### src/rtl/min_max_ctrl.sv
// Sequencing controller for the min/max LED bar display: lamp test on reset or request,
// then run mode where inc/dec pulses move the value inside a loadable [min,max] range.
module min_max_ctrl #(
  parameter int VALSIZE     = 4,
  parameter int OSC_DIV     = 4,
  parameter int TEST_CYCLES = 8
) (
  input  logic               clk_i,
  input  logic               rst_n_i,
  input  logic               mode_i,
  input  logic               inc_i,
  input  logic               dec_i,
  input  logic               cfg_load_i,
  input  logic [VALSIZE-1:0] min_i,
  input  logic [VALSIZE-1:0] max_i,
  input  logic               test_start_i,
  output logic [1:0]         com_o,
  output logic [VALSIZE-1:0] min_o,
  output logic [VALSIZE-1:0] max_o,
  output logic [VALSIZE-1:0] val_o,
  output logic               osc_o,
  output logic               busy_o,
  output logic               cfg_err_o
);

  localparam int PW = (TEST_CYCLES > 1) ? $clog2(TEST_CYCLES) : 1;
  localparam int OW = (OSC_DIV > 1) ? $clog2(OSC_DIV) : 1;
  localparam logic [PW-1:0] PHASE_LAST = PW'(TEST_CYCLES - 1);
  localparam logic [OW-1:0] OSC_LAST   = OW'(OSC_DIV - 1);

  typedef enum logic [1:0] {TEST_OFF, TEST_ON, RUN} state_t;

  state_t        state, state_nxt;
  logic [PW-1:0] phase_cnt, phase_nxt;
  logic [OW-1:0] osc_cnt;
  logic [1:0]    com_nxt;
  logic          busy_nxt;
  logic          cfg_ok;

  always_ff @(posedge clk_i or negedge rst_n_i) begin
    if (!rst_n_i) begin
      state     <= TEST_OFF;
      phase_cnt <= '0;
    end else begin
      state     <= state_nxt;
      phase_cnt <= phase_nxt;
    end
  end

  always_comb begin
    state_nxt = state;
    phase_nxt = phase_cnt;
    case (state)
      TEST_OFF: begin
        if (phase_cnt == PHASE_LAST) begin
          state_nxt = TEST_ON;
          phase_nxt = '0;
        end else begin
          phase_nxt = phase_cnt + 1'b1;
        end
      end
      TEST_ON: begin
        if (phase_cnt == PHASE_LAST) begin
          state_nxt = RUN;
          phase_nxt = '0;
        end else begin
          phase_nxt = phase_cnt + 1'b1;
        end
      end
      RUN: begin
        if (test_start_i) begin
          state_nxt = TEST_OFF;
          phase_nxt = '0;
        end
      end
      default: begin
        state_nxt = TEST_OFF;
        phase_nxt = '0;
      end
    endcase
  end

  // Outputs are decoded from the next state so the registered copies line up with the state.
  always_comb begin
    com_nxt  = 2'b10;
    busy_nxt = 1'b1;
    case (state_nxt)
      TEST_OFF: com_nxt = 2'b10;
      TEST_ON:  com_nxt = 2'b11;
      RUN: begin
        com_nxt  = {1'b0, mode_i};
        busy_nxt = 1'b0;
      end
      default: com_nxt = 2'b10;
    endcase
  end

  always_ff @(posedge clk_i or negedge rst_n_i) begin
    if (!rst_n_i) begin
      com_o  <= 2'b10;
      busy_o <= 1'b1;
    end else begin
      com_o  <= com_nxt;
      busy_o <= busy_nxt;
    end
  end

  // The divider only runs on edges that both start and end in RUN, so the entry edge counts as zero.
  always_ff @(posedge clk_i or negedge rst_n_i) begin
    if (!rst_n_i) begin
      osc_o   <= 1'b1;
      osc_cnt <= '0;
    end else if (state == RUN && state_nxt == RUN) begin
      if (osc_cnt == OSC_LAST) begin
        osc_o   <= ~osc_o;
        osc_cnt <= '0;
      end else begin
        osc_cnt <= osc_cnt + 1'b1;
      end
    end else begin
      osc_o   <= 1'b1;
      osc_cnt <= '0;
    end
  end

  assign cfg_ok = (min_i <= max_i);

  // A configuration load, valid or not, swallows any inc/dec in the same cycle.
  always_ff @(posedge clk_i or negedge rst_n_i) begin
    if (!rst_n_i) begin
      min_o     <= '0;
      max_o     <= '1;
      val_o     <= '0;
      cfg_err_o <= 1'b0;
    end else begin
      cfg_err_o <= 1'b0;
      if (cfg_load_i) begin
        if (cfg_ok) begin
          min_o <= min_i;
          max_o <= max_i;
          if (val_o < min_i)
            val_o <= min_i;
          else if (val_o > max_i)
            val_o <= max_i;
        end else begin
          cfg_err_o <= 1'b1;
        end
      end else if (state == RUN) begin
        if (inc_i && !dec_i && (val_o < max_o))
          val_o <= val_o + 1'b1;
        else if (dec_i && !inc_i && (val_o > min_o))
          val_o <= val_o - 1'b1;
      end
    end
  end

endmodule

### config.mk
export PLATFORM = sky130hd
export DESIGN_NAME = min_max_ctrl
export DESIGN_NICKNAME = d
export VERILOG_FILES = /design/src/rtl/min_max_ctrl.sv
export SDC_FILE = /design/constraint.sdc
export NUM_CORES = 1
export LEC_CHECK = 0
export CAP_MARGIN = 10
export CORE_MARGIN = 3
export CORE_UTILIZATION = 52
export DETAILED_ROUTE_END_ITERATION = 10
export GPL_TIMING_DRIVEN = 1
export MAX_ROUTING_LAYER = met4
export PLACE_DENSITY = 0.8
export SLEW_MARGIN = 25
export SYNTH_ARGS = -nofsm -noshare
export SYNTH_HDL_FRONTEND = slang
export SYNTH_SLANG_ARGS = --single-unit
### constraint.sdc
create_clock -name clk_i -period 3.3 [get_ports clk_i]
set_input_delay 0.825 -clock clk_i [delete_from_list [all_inputs] [get_ports clk_i]]
set_output_delay 0.825 -clock clk_i [all_outputs]
set_load 0.01 [all_outputs]
# After elaboration in Yosys (flattened, before gate mapping)
# Cells that the tools add are included.
[word_totals] regBits=24 inputBits=15 out_inout_bits=17 elab_cells=65
[classes] addsub=4 magnitude_cmp=5 eq_ne=10 mux=22 bitwise=1 n_reduce_logical=13
[op_table] cell="two-way mux 4 bit" count=7
[op_table] cell="two-way mux 2 bit" count=5
[op_table] cell="greater-than comparator 4 bit" count=2
[op_table] cell="< comparator 4 bit" count=2
[op_table] cell="== test 2 bit (second input constant)" count=3
[op_table] cell="two-way mux 3 bit" count=2
[op_table] cell="one-hot mux 2 bit (3 select lines)" count=1
[op_table] cell="one-hot mux 3 bit (2 select lines)" count=1
[op_table] cell="logical AND 1 bit" count=5
[op_table] cell="two-way mux 1 bit" count=5
[op_table] cell="adder 4 x 1 -> 4 bit (second input constant)" count=1
[op_table] cell="== test 2 x 1 -> 1 bit (second input constant)" count=2
[op_table] cell="<= comparator 4 bit" count=1
[op_table] cell="inequality test 2 x 1 -> 1 bit (second input constant)" count=2
[op_table] cell="one-hot mux 2 bit (2 select lines)" count=1
[op_table] cell="AND reduction 4 bit" count=1
[op_table] cell="subtractor 4 x 1 -> 4 bit (second input constant)" count=1
[op_table] cell="adder 3 x 1 -> 3 bit (second input constant)" count=1
[op_table] cell="== test 3 bit (second input constant)" count=1
[op_table] cell="inequality test 3 x 1 -> 1 bit (second input constant)" count=1
[op_table] cell="nonzero test 3 bit" count=1
[op_table] cell="adder 2 x 1 -> 2 bit (second input constant)" count=1
[op_table] cell="logical NOT 1 bit" count=2
[op_table] cell="logical NOT 2 bit" count=1
[op_table] cell="other kinds (5)" count=5

# Depth between registers and ports, before layout
# Gate-level depths: netlist of run 1.
[depth] ltp_word=7 depth_mapped=11 mapped_depth_nobuf=11

# Worst setup path before layout of run 1
# Ideal clock, no wire load.
[synth_path] path_type="register to register" startpoint="reg max_o[1]" endpoint="reg val_o[3]" setup_ns=0.141 t_arrival_ns=2.361 required_ns=3.159 setup_slack_ns=0.798 path_stages_with_launch=12 n_path_buf=0 synth_period_minus_slack_ns=2.502 cell_sequence="dfstp_2 inv_1 ha_1 a211oi_2 o211a_4 inv_1 ha_1 a21o_2 a21oi_1 xnor2_1 mux2i_1 a221oi_1"
[synth_between] elab_chain_cells=5 elab_cells_between_ends=7 classes_between="order compare: 1; mux: 3; reduce/logical: 3"
[synth_lines] element="from (decl)" line="19" rtl="output logic [VALSIZE-1:0] max_o,"
[synth_lines] element="from (signal assigned)" line="140" rtl="max_o <= max_i;"
[synth_lines] element="< comparator 4 bit *" line="149" rtl="if (inc_i && !dec_i && (val_o < max_o))"
[synth_lines] element="logical AND 1 bit *" line="149"
[synth_lines] element="two-way mux 4 bit" line="149"
[synth_lines] element="two-way mux 4 bit" line="148" rtl="end else if (state == RUN) begin"
[synth_lines] element="two-way mux 4 bit" line="137" rtl="if (cfg_load_i) begin"
[synth_lines] element="to (signal assigned)" line="142" rtl="val_o <= min_i;"
[synth_lines] element="to (signal assigned)" line="150" rtl="val_o <= val_o + 1'b1;"
[synth_lines] element="to (signal assigned)" line="152" rtl="val_o <= val_o - 1'b1;"
[synth_lines] element="to (decl)" line="20" rtl="output logic [VALSIZE-1:0] val_o,"
# Mark *: on every way between the ends. The rest lies on a longest branch, timed or not. The select of a mux whose other input is x is not followed.
# A chain may end at the register's enable or synchronous reset.

# Final worst setup path of run 1
[layout_path] startpoint="in min_i[3]" endpoint="reg val_o[1]"
[layout_between] elab_chain_cells=4 elab_cells_between_ends=8 classes_between="order compare: 2; eq/ne: 2; mux: 3; reduce/logical: 1"
[layout_lines] element="from (decl)" line="14" rtl="input logic [VALSIZE-1:0] min_i,"
[layout_lines] element="< comparator 4 bit" line="141" rtl="if (val_o < min_i)"
[layout_lines] element="two-way mux 4 bit" line="141"
[layout_lines] element="two-way mux 4 bit" line="138" rtl="if (cfg_ok) begin"
[layout_lines] element="two-way mux 4 bit" line="137"
[layout_lines] element="to (signal assigned)" line="142"
[layout_lines] element="to (signal assigned)" line="144" rtl="val_o <= max_i;"
[layout_lines] element="to (signal assigned)" line="150"
# Parallel ways exist; a longest one is shown, timed or not. The select of a mux whose other input is x is not followed.

==> run metrics, run 1 <==
met2 usage=36.7%; slowest stage delay, CP=0.50 ns; Critical Path Stages=8; vias in the first global route=1,380; Hold WC Path Type=reg -> reg; Peak supply drop=0.000409 V; RSZ-0062 raised after global routing=false; CTS root buf=clkbuf_4; Synth Net Count=200; crit path max-delay cell type=clkdlybuf4s50_1; worst path required time=3.52 ns; fin area=2030 um^2; number of port buffers=31; reg2reg end=val_o[3]; Post-CTS Setup Inserts=0; TNS Setup=0 ns; CTS buffer count=3; Int Power=0.837 mW; Starting Density=56.9%; die footprint=3860 um^2; total inserted antenna cells=0; status=completed; via count=1,277; Mapped Cells=159; vias per cell=5.41; Total GRT Usage=20.6%; FMAX=0.359 GHz; count of state elements after synthesis=23; LEAKAGE=0.992 nW; prevailing post-synth register cell=dfrtp_1; clock buffer depth=2; worst skew pair latency=0.32 ns; Final Hold Fails=0; switching share of power=41.9%; Final GP Congestion=0.938; met3 usage=3.06%; most frequent cells in the layout=clkdlybuf4s50_1 (31), ha_1 (25), inv_1 (22), dfrtp_1 (17), nor2_1 (10); ANT nets after route=0; CTS tree=built; first-pass GRT wire length=6270 um; largest net degree at the start of global routing=24; Seq pwr share=34.2%; post_cts resized=0; H-tree depth=1; die width=62.1 um; data arrival time of the worst path=3.00 ns; critical path capture point type=flip-flop; R2R cell count=11; gr ovfl total=0; EDFF count, synth=0; Startpoint Class=primary input; Initial DRT Pass Iterations=5; Mean Syn Cell Area=10.3 um^2; I/O Pins=32; Slew headroom=75.1%; cells along the critical path=clkdlybuf4s50_1 > inv_1 > ha_1 > nor3_1 > a211oi_2 > a221oi_4 > nand2b_1 > mux2_1; count of final setup violators=0; Synth cell types=40; max cap viols=0; initial antenna violation count=0; register area share after synthesis=35.6%; Reg2Reg Setup Slack=0.65 ns; DR DRC count=0; worst-path fanout max=4; Critical Path Start=min_i[3]; total routed wirelength=3610 um; core area=2880 um^2; clock network power share=9.5%; fill count=246; met1 Use GR=23.5%; Die Span Y=62.1 um; hold buffers post-CTS=0; NetSw=0.605 mW; Final Total Pwr=1.44 mW; post-DR wirelength/cell=15.3 um; placed instance area=2000 um^2; fin crit period=2.79 ns; Power Density=711 nW/um^2; Comb pwr share=56.4%; Post-Syn Area=1640 um^2; Worst R2R Start=max_o[1]; dpl hpwl=2930 um; synth-to-layout area growth=23.9%; CP top delay family=buffers and inverters; First DRT Iteration DRCs=51; period utilization=84.4%; crit path to=val_o[1]; Synth async-reset ratio=100%; clock slew at reported path FFs=0.14 ns; WS Path Type=in -> reg; commonest non-fill, non-tap cell in the layout=clkdlybuf4s50_1; layout cells sized above 1=12.9%; yosys warns=0; clk sink count=23; Worst Max-Slew Pin Slew=0.373 ns; buffers and inverters on the worst path=2; FP Rows=19; final slew viol count=0; Final #Nets=236; busiest grt layer=met2; Max Clock Skew=0.00795 ns
==> cells by family after synthesis <==
family | Yosys count | share of synthesized area [%]
muxes | 14 | 8.94
buffers and inverters | 25 | 6.19
adders and majority gates | 26 | 20.3
and+or+nand+nor | 40 | 13.1
xor gates and xnor gates | 4 | 2.14
DFF | 23 | 35.6
AOI/OAI and AO/OA | 27 | 13.7
==> synthesized netlist by cell type (2+ instances only) <==
cell	instances	area share, %
o21ai_0	5	1.5
inv_1	22	5.0
nor2b_1	3	1.1
dfstp_2	6	9.6
xnor2_1	2	1.1
xor2_1	2	1.1
nand2b_1	4	1.5
nand4_1	2	0.76
a211oi_2	2	1.5
nor3_1	3	0.92
mux2i_1	9	5.5
buf_4	2	0.92
nor2_1	10	2.3
nand2_1	9	2.1
mux2_1	2	1.4
mux2_2	3	2.1
a21oi_1	7	2.1
nand3_1	2	0.61
dfrtp_1	17	26
nand3b_1	3	1.4
ha_1	25	19
==> registers in the layout (all words and copies together), names as in the netlist, 2 cells and up <==
| register | flops |
|---|---|
| val_o | 4 |
| phase_cnt | 3 |
| osc_cnt | 2 |
| state | 2 |
| min_o | 4 |
| max_o | 4 |
==> worst reg2reg max path, delay by kind of cell, from the launching register on <==
family | cells | cell delay [ns]
AOI/OAI and AO/OA | 5 | 0.89
xor gates and xnor gates | 1 | 0.16
adders and majority gates | 2 | 0.58
buffers and inverters | 2 | 0.13
DFF | 1 | 0.57
muxes | 1 | 0.23
==> metrics by stage <==
| stage | util [%] | hold slack (ns) | setup WS (ns) | cells |
|---|---|---|---|---|
| finish | 70.5 | 0.455 | 0.515 | 236 |
| detailed placement | 69.5 | 0.445 | 0.145 | 232 |
| floorplan | - | 0.415 | 0.798 | 159 |
| CTS | 70.5 | 0.463 | 0.495 | 236 |
| global placement | 69.5 | 0.428 | 0.250 | 232 |
| global route | 70.5 | 0.509 | 0.391 | 236 |
==> worst min path at each step <==
stage,from,slack (ns),cells after the start,endpoint
after floorplan,osc_cnt[0],0.41,1,osc_cnt[0]
after global placement,osc_cnt[0],0.43,1,osc_cnt[0]
after detailed placement,osc_cnt[0],0.44,1,osc_cnt[0]
final,osc_cnt[0],0.46,1,osc_cnt[0]
after CTS,osc_cnt[0],0.46,1,osc_cnt[0]
after global routing,osc_cnt[0],0.51,1,osc_cnt[0]
==> layer usage <==
layer	vias to the layer above	routed length, um
li1	630	-
met1	613	1570
met2	25	1830
met3	9	128
met4	0	74
met5	-	0
==> power groups by stage <==
stage,logic [mW],registers [mW],clock network (mW)
2_1_floorplan,0.551,0.480,0
3_3_place_gp,0.779,0.492,0
3_5_place_dp,0.818,0.497,0
4_1_cts,0.826,0.494,0.141
5_1_grt,0.909,0.511,0.154
6_report,0.813,0.492,0.136
==> layout make-up <==
class / instances / area, um^2 / share of cell area, %
repair buffers: 33 / 325 / 16.0
multi-input cells: 111 / 952 / 47.0
clock buffers: 3 / 22.5 / 1.11
clock inverters: 1 / 5.00 / 0.247
inverters: 23 / 86.3 / 4.26
flip-flops and latches: 23 / 583 / 28.8
well taps: 42 / 52.6 / 2.59
(Power assumes the default switching activity.)
==> run 2: changes to the inputs <==
==> constraint.sdc (replaced) <==
create_clock -name clk_i -period 2.7 [get_ports clk_i]
set_input_delay 0.675 -clock clk_i [delete_from_list [all_inputs] [get_ports clk_i]]
set_output_delay 0.675 -clock clk_i [all_outputs]
set_load 0.01 [all_outputs]
==> run 2 against run 1 <==
Via count grew 8.1%. Cell count grew 9.3%. Die area is the same. Combinational power grew 54%. Total power grew 36%. Critical path type unchanged. Largest cell class unchanged. Largest power group unchanged. Highest routed layer unchanged.
==> run metrics, run 2 (synthesis gave the netlist of run 1 again) <==
buffers and inverters on the worst path=2 (unchanged); fill count=211 (-14%); Seq pwr share=27.5% (-6.7 points); met1 Use GR=24.9% (+1.4 points); Post-CTS Setup Inserts=0 (unchanged); FMAX=0.381 GHz; cells along the critical path=clkdlybuf4s50_1 > inv_1 > ha_1 > nand2_1 > o21bai_1 > o2bb2ai_1 > a221oi_4 > nand2b_1 > mux2_1; Final Util=76.9% (+6.4 points); Peak supply drop=0.000539 V (+32%); LEAKAGE=1.10 nW (+11%); Reg2Reg Setup Slack=0.10 ns (-0.55 ns); via count=1,380 (+8.1%); CTS buffer count=3 (unchanged); Worst Max-Slew Pin Slew=0.389 ns (+0.0156 ns); worst path required time=2.92 ns (-0.60 ns); largest net degree at the start of global routing=24 (unchanged); clock buffer depth=2 (unchanged); first-pass GRT wire length=6560 um (+4.5%); CP top delay family=compound AO/OA/AOI/OAI gates; slowest stage delay, CP=0.48 ns (-0.02 ns); First DRT Iteration DRCs=44 (-14%); TNS Setup=0 ns (unchanged); Starting Density=56.9% (unchanged); WS Path Type=in -> reg; placed instance area=2160 um^2 (+8.3%); data arrival time of the worst path=2.85 ns (-0.15 ns); Hold WC Path Type=reg -> reg; worst skew pair latency=0.32 ns (about the same); clock slew at reported path FFs=0.15 ns (about the same); crit path max-delay cell type=clkdlybuf4s50_1; most frequent cells in the layout=clkdlybuf4s50_1 (31), ha_1 (24), buf_4 (24), inv_1 (22), dfrtp_1 (17); NetSw=0.815 mW (+35%); Final WS setup=0.0746 ns (-0.440 ns); Cells after DPL=254 (+9.5%); post_cts resized=0 (unchanged); area of the multi-input gates=972 um^2 (+2.1%); DR DRC count=0 (unchanged); Startpoint Class=primary input; Final Hold Fails=0 (unchanged); synth-to-layout area growth=35.2%; hold buffers post-CTS=0 (unchanged); Final #Nets=258 (+9.3%); busiest grt layer=met2; final std cells w/o fill=258 (+9.3%); FP Rows=19 (unchanged); vias in the first global route=1,382 (+0.14%); clk sink count=23 (unchanged); vias per cell=5.35 (-1.1%); register area=583 um^2 (unchanged); Setup WS pre-CTS=-0.225 ns (-0.370 ns); commonest non-fill, non-tap cell in the layout=clkdlybuf4s50_1; Final GP Congestion=0.859 (-8.4%); fin area=2210 um^2 (+9.1%); final slew viol count=0 (unchanged); Int Power=1.15 mW (+37%); CTS tree=built; H-tree depth=1 (unchanged); post-DR wirelength/cell=15.6 um (+1.8%); Die Span Y=62.1 um (unchanged); met3 usage=4.50% (+1.4 points); Power Density=887 nW/um^2 (+25%); Comb pwr share=63.9% (+7.5 points); total routed wirelength=4020 um (+11%); period utilization=97.2%; clock network power share=8.6% (-0.9 points); worst-path fanout max=3 (-1); status=completed; Slew headroom=74.1% (-0.99 points); switching share of power=41.5% (-0.42 points); layout cells sized above 1=23.1% (+10 points); I/O Pins=32 (unchanged); CTS root buf=clkbuf_4; biggest regs=max_o: 4 flops, min_o: 4 flops, val_o: 4 flops; met2 usage=37.8% (+1.1 points); critical path capture point type=flip-flop; Max Clock Skew=0.0127 ns (+0.00474 ns); die width=62.1 um (unchanged); gr ovfl total=0 (unchanged); fin crit period=2.63 ns; Initial DRT Pass Iterations=5 (unchanged); core area=2880 um^2 (unchanged); die footprint=3860 um^2 (unchanged); dpl hpwl=3350 um (+14%); total inserted antenna cells=0 (unchanged); Total GRT Usage=22.1% (+1.5 points); max cap viols=0 (unchanged); count of final setup violators=0 (unchanged); initial antenna violation count=0 (unchanged); ANT nets after route=0 (unchanged); number of port buffers=31 (unchanged)
==> run 2: changes by cell type in the layout (fill, tap and decap cells not counted), sizes merged <==
cell	previous run	this run
buf	2	24
==> run 2: power by group through the flow <==
stage	Combinational [mW]	Clock, mW	Sequential, mW
floorplan	0.674	0	0.587
global placement	1.13	0	0.538
detailed placement	1.21	0	0.544
CTS	1.22	0.166	0.536
global route	1.37	0.191	0.555
finish	1.25	0.169	0.540
==> run 2: area by class of cell <==
| cell class | instances | area share [%] |
|---|---|---|
| multi-input cells | 111 | 43.9 |
| well taps | 42 | 2.38 |
| clock inverters | 1 | 0.226 |
| inverters | 23 | 3.90 |
| repair buffers | 55 | 22.2 |
| clock buffers | 3 | 1.02 |
| flip-flops and latches | 23 | 26.4 |
==> run 2: metrics by stage <==
| stage | total power [mW] | hold WS (ns) |
|---|---|---|
| CTS | 1.93 | 0.451 |
| finish | 1.96 | 0.445 |
| detailed placement | 1.75 | 0.434 |
| global route | 2.12 | 0.483 |
| global placement | 1.67 | 0.426 |
| floorplan | 1.26 | 0.379 |
==> run 2: worst paths after layout <==
path / startpoint / endpoint / depth (start not counted)
max: max_i[3] / val_o[1] / 9
min: osc_cnt[0] / osc_cnt[0] / 1
max reg2reg: max_o[2] / val_o[3] / 11
min reg2reg: osc_cnt[0] / osc_cnt[0] / 1
max in group asynchronous: rst_n_i / max_o[0] / 2
min in group asynchronous: rst_n_i / min_o[3] / 2
==> run 2: routing by layer <==
metal | up-vias | part of all wire, % | routed length (um)
li1 | 666 | - | -
met5 | - | 0 | 0
met2 | 41 | 51 | 2060
met3 | 16 | 5.1 | 205
met1 | 657 | 40 | 1620
met4 | 0 | 3.2 | 127
==> RTL change: new RTL, config.mk and constraints of run 2 <==
`OSC_DIV`: 4 -> 2.
--- a/src/rtl/min_max_ctrl.sv
+++ b/src/rtl/min_max_ctrl.sv
@@ -4,3 +4,3 @@
   parameter int VALSIZE     = 4,
-  parameter int OSC_DIV     = 4,
+  parameter int OSC_DIV     = 2,
   parameter int TEST_CYCLES = 8
Check against the original RTL: no difference found for any inputs over 10 cycles, from zero or initial values and one cycle with rst_n_i low; that may be too few to reach the edited logic, so the function may still have changed.
==> RTL change against run 2 <==
  * Worst hold slack better by 0.031 ns
  * Worst setup slack improved by 0.11 ns
  * Combinational power down 16%
  * Clock skew shrank 0.011 ns
  * Register-to-register slack better by 0.12 ns
  * Die area decreased by 4.2%
  * Wire length shrank 11%
  * Total power fell by 7.7%
  * Sequential cell count down 1
  * Synthesized area decreased by 4.7%
  * Count of clock-buffer cells in the layout is 1 higher
  * Cell count is 8.1% lower
  * Cell area is 7.7% lower
==> RTL change: results (changes against run 2) <==
Routing
  • Total Wirelength: 3580 um (-11%)
  • Post-DR vias/cell: 5.60 (+4.7%)
  • 1st-iter DRT viols: 45 (+2.3%)
  • Drt pass-1 iters: 4 (-1)

GRT
  • Largest net degree at the start of global routing: 23 (-4.2%)
  • Total global routing track utilization: 23.1% (+1.0 points)
  • Met2 Use GR: 39.4% (+1.6 points)
  • Met3 usage: 1.91% (-2.6 points)
  • GR Util met1: 27.0% (+2.1 points)
  • Vias in the first global route: 1410 (+2.0%)

Synthesis
  • Post-synth top cells: ha_1 (24), inv_1 (24), dfrtp_1 (16)
  • Syn Nets: 199 (-0.50%)
  • Largest cells by area after synthesis: dfrtp_1 (26%), ha_1 (19%), dfstp_2 (10%), inv_1 (5.8%), o21ai_0 (3.8%)
  • Yosys cell types: 41 (+2.5%)

Layout
  • Share of post-route cells with drive strength above 1: 18.4% (-4.7 points)
  • Fillers: 220 (+4.3%)

Timing
  • WHS: 0.476 ns (+0.0313 ns)
  • Skew final: 0.00143 ns (-0.0113 ns)
  • Final period util: 93.1% (-4.1 points)
  • Slew @ Worst Pin: 0.361 ns (-0.0274 ns)

Power
  • Net Sw Power: 738 uW (-9.4%)
  • Static Leak: 0.979 nW (-11%)
  • VDD IR max: 0.000561 V (+4.2%)

Status
  • Status: complete, no violations

Worst setup path
  • Reg2Reg Depth: 10 (-1)
  • Reg2Reg Setup Slack: 0.22 ns (+0.12 ns)

Clock tree
  • Clk slew on worst S/H paths: 0.12 ns (-0.03 ns)

Placement
  • Placed wire-length estimate: 2910 um (-13%)
  • Pre-CTS WS: -0.138 ns (+0.0865 ns)
  • Routability congestion estimate: 0.961 (+12%)
RTL change: cell types whose count changed in the layout (fill, tap and decap cells not counted), sizes merged, moves of 3 or more:
cell,change
buf,-9
nand3,+3
o21ai,+6
nor3,-3
mux2i,-4
nand2,+3
nand3b,-4
RTL change: power by group through the flow:
stage / Clock (mW) / Combinational [mW] / Sequential (mW)
floorplan: 0 / 0.640 / 0.587
global placement: 0 / 0.995 / 0.572
detailed placement: 0 / 1.05 / 0.579
CTS: 0.191 / 1.06 / 0.572
global route: 0.205 / 1.20 / 0.592
finish: 0.187 / 1.05 / 0.572
RTL change: kinds of logic (layout without fill, tap and decap cells):
family / count (synthesis) / count (layout) / synth area share, %
AOI/OAI and AO/OA: 33 / 33 / 15.2
and+or+nand+nor: 39 / 39 / 12.9
xor gates and xnor gates: 4 / 4 / 2.25
buffers and inverters: 27 / 74 / 6.82
DFF: 22 / 22 / 35.8
muxes: 9 / 9 / 6.58
adders and majority gates: 25 / 25 / 20.5
RTL change: per-layer routing:
metal	wire [um]	part of all wire, %
met1	1580	44
met2	1730	48
met3	126	3.5
met4	147	4.1
met5	0	0
RTL change: worst paths after layout:
check | start | endpoint
max in group asynchronous | rst_n_i | osc_o
max reg2reg | max_o[1] | val_o[3]
min reg2reg | osc_cnt | osc_cnt
max | max_i[1] | val_o[1]
min | osc_cnt | osc_cnt
min in group asynchronous | rst_n_i | min_o[2]
RTL change: area by class of cell:
cell class                      instances  area share [%]
Tap cell                               31            1.90
Multi-Input combinational cell        110            43.9
Timing Repair Buffer                   46            20.7
Sequential cell                        22            27.3
Clock buffer                            4            1.78
Inverter                               24            4.41
RTL change: per-stage QoR:
stage	area, um^2	instances
after floorplan	1560	159
after global placement	2010	233
after detailed placement	2010	233
after CTS	2040	237
after global routing	2040	237
final	2040	237
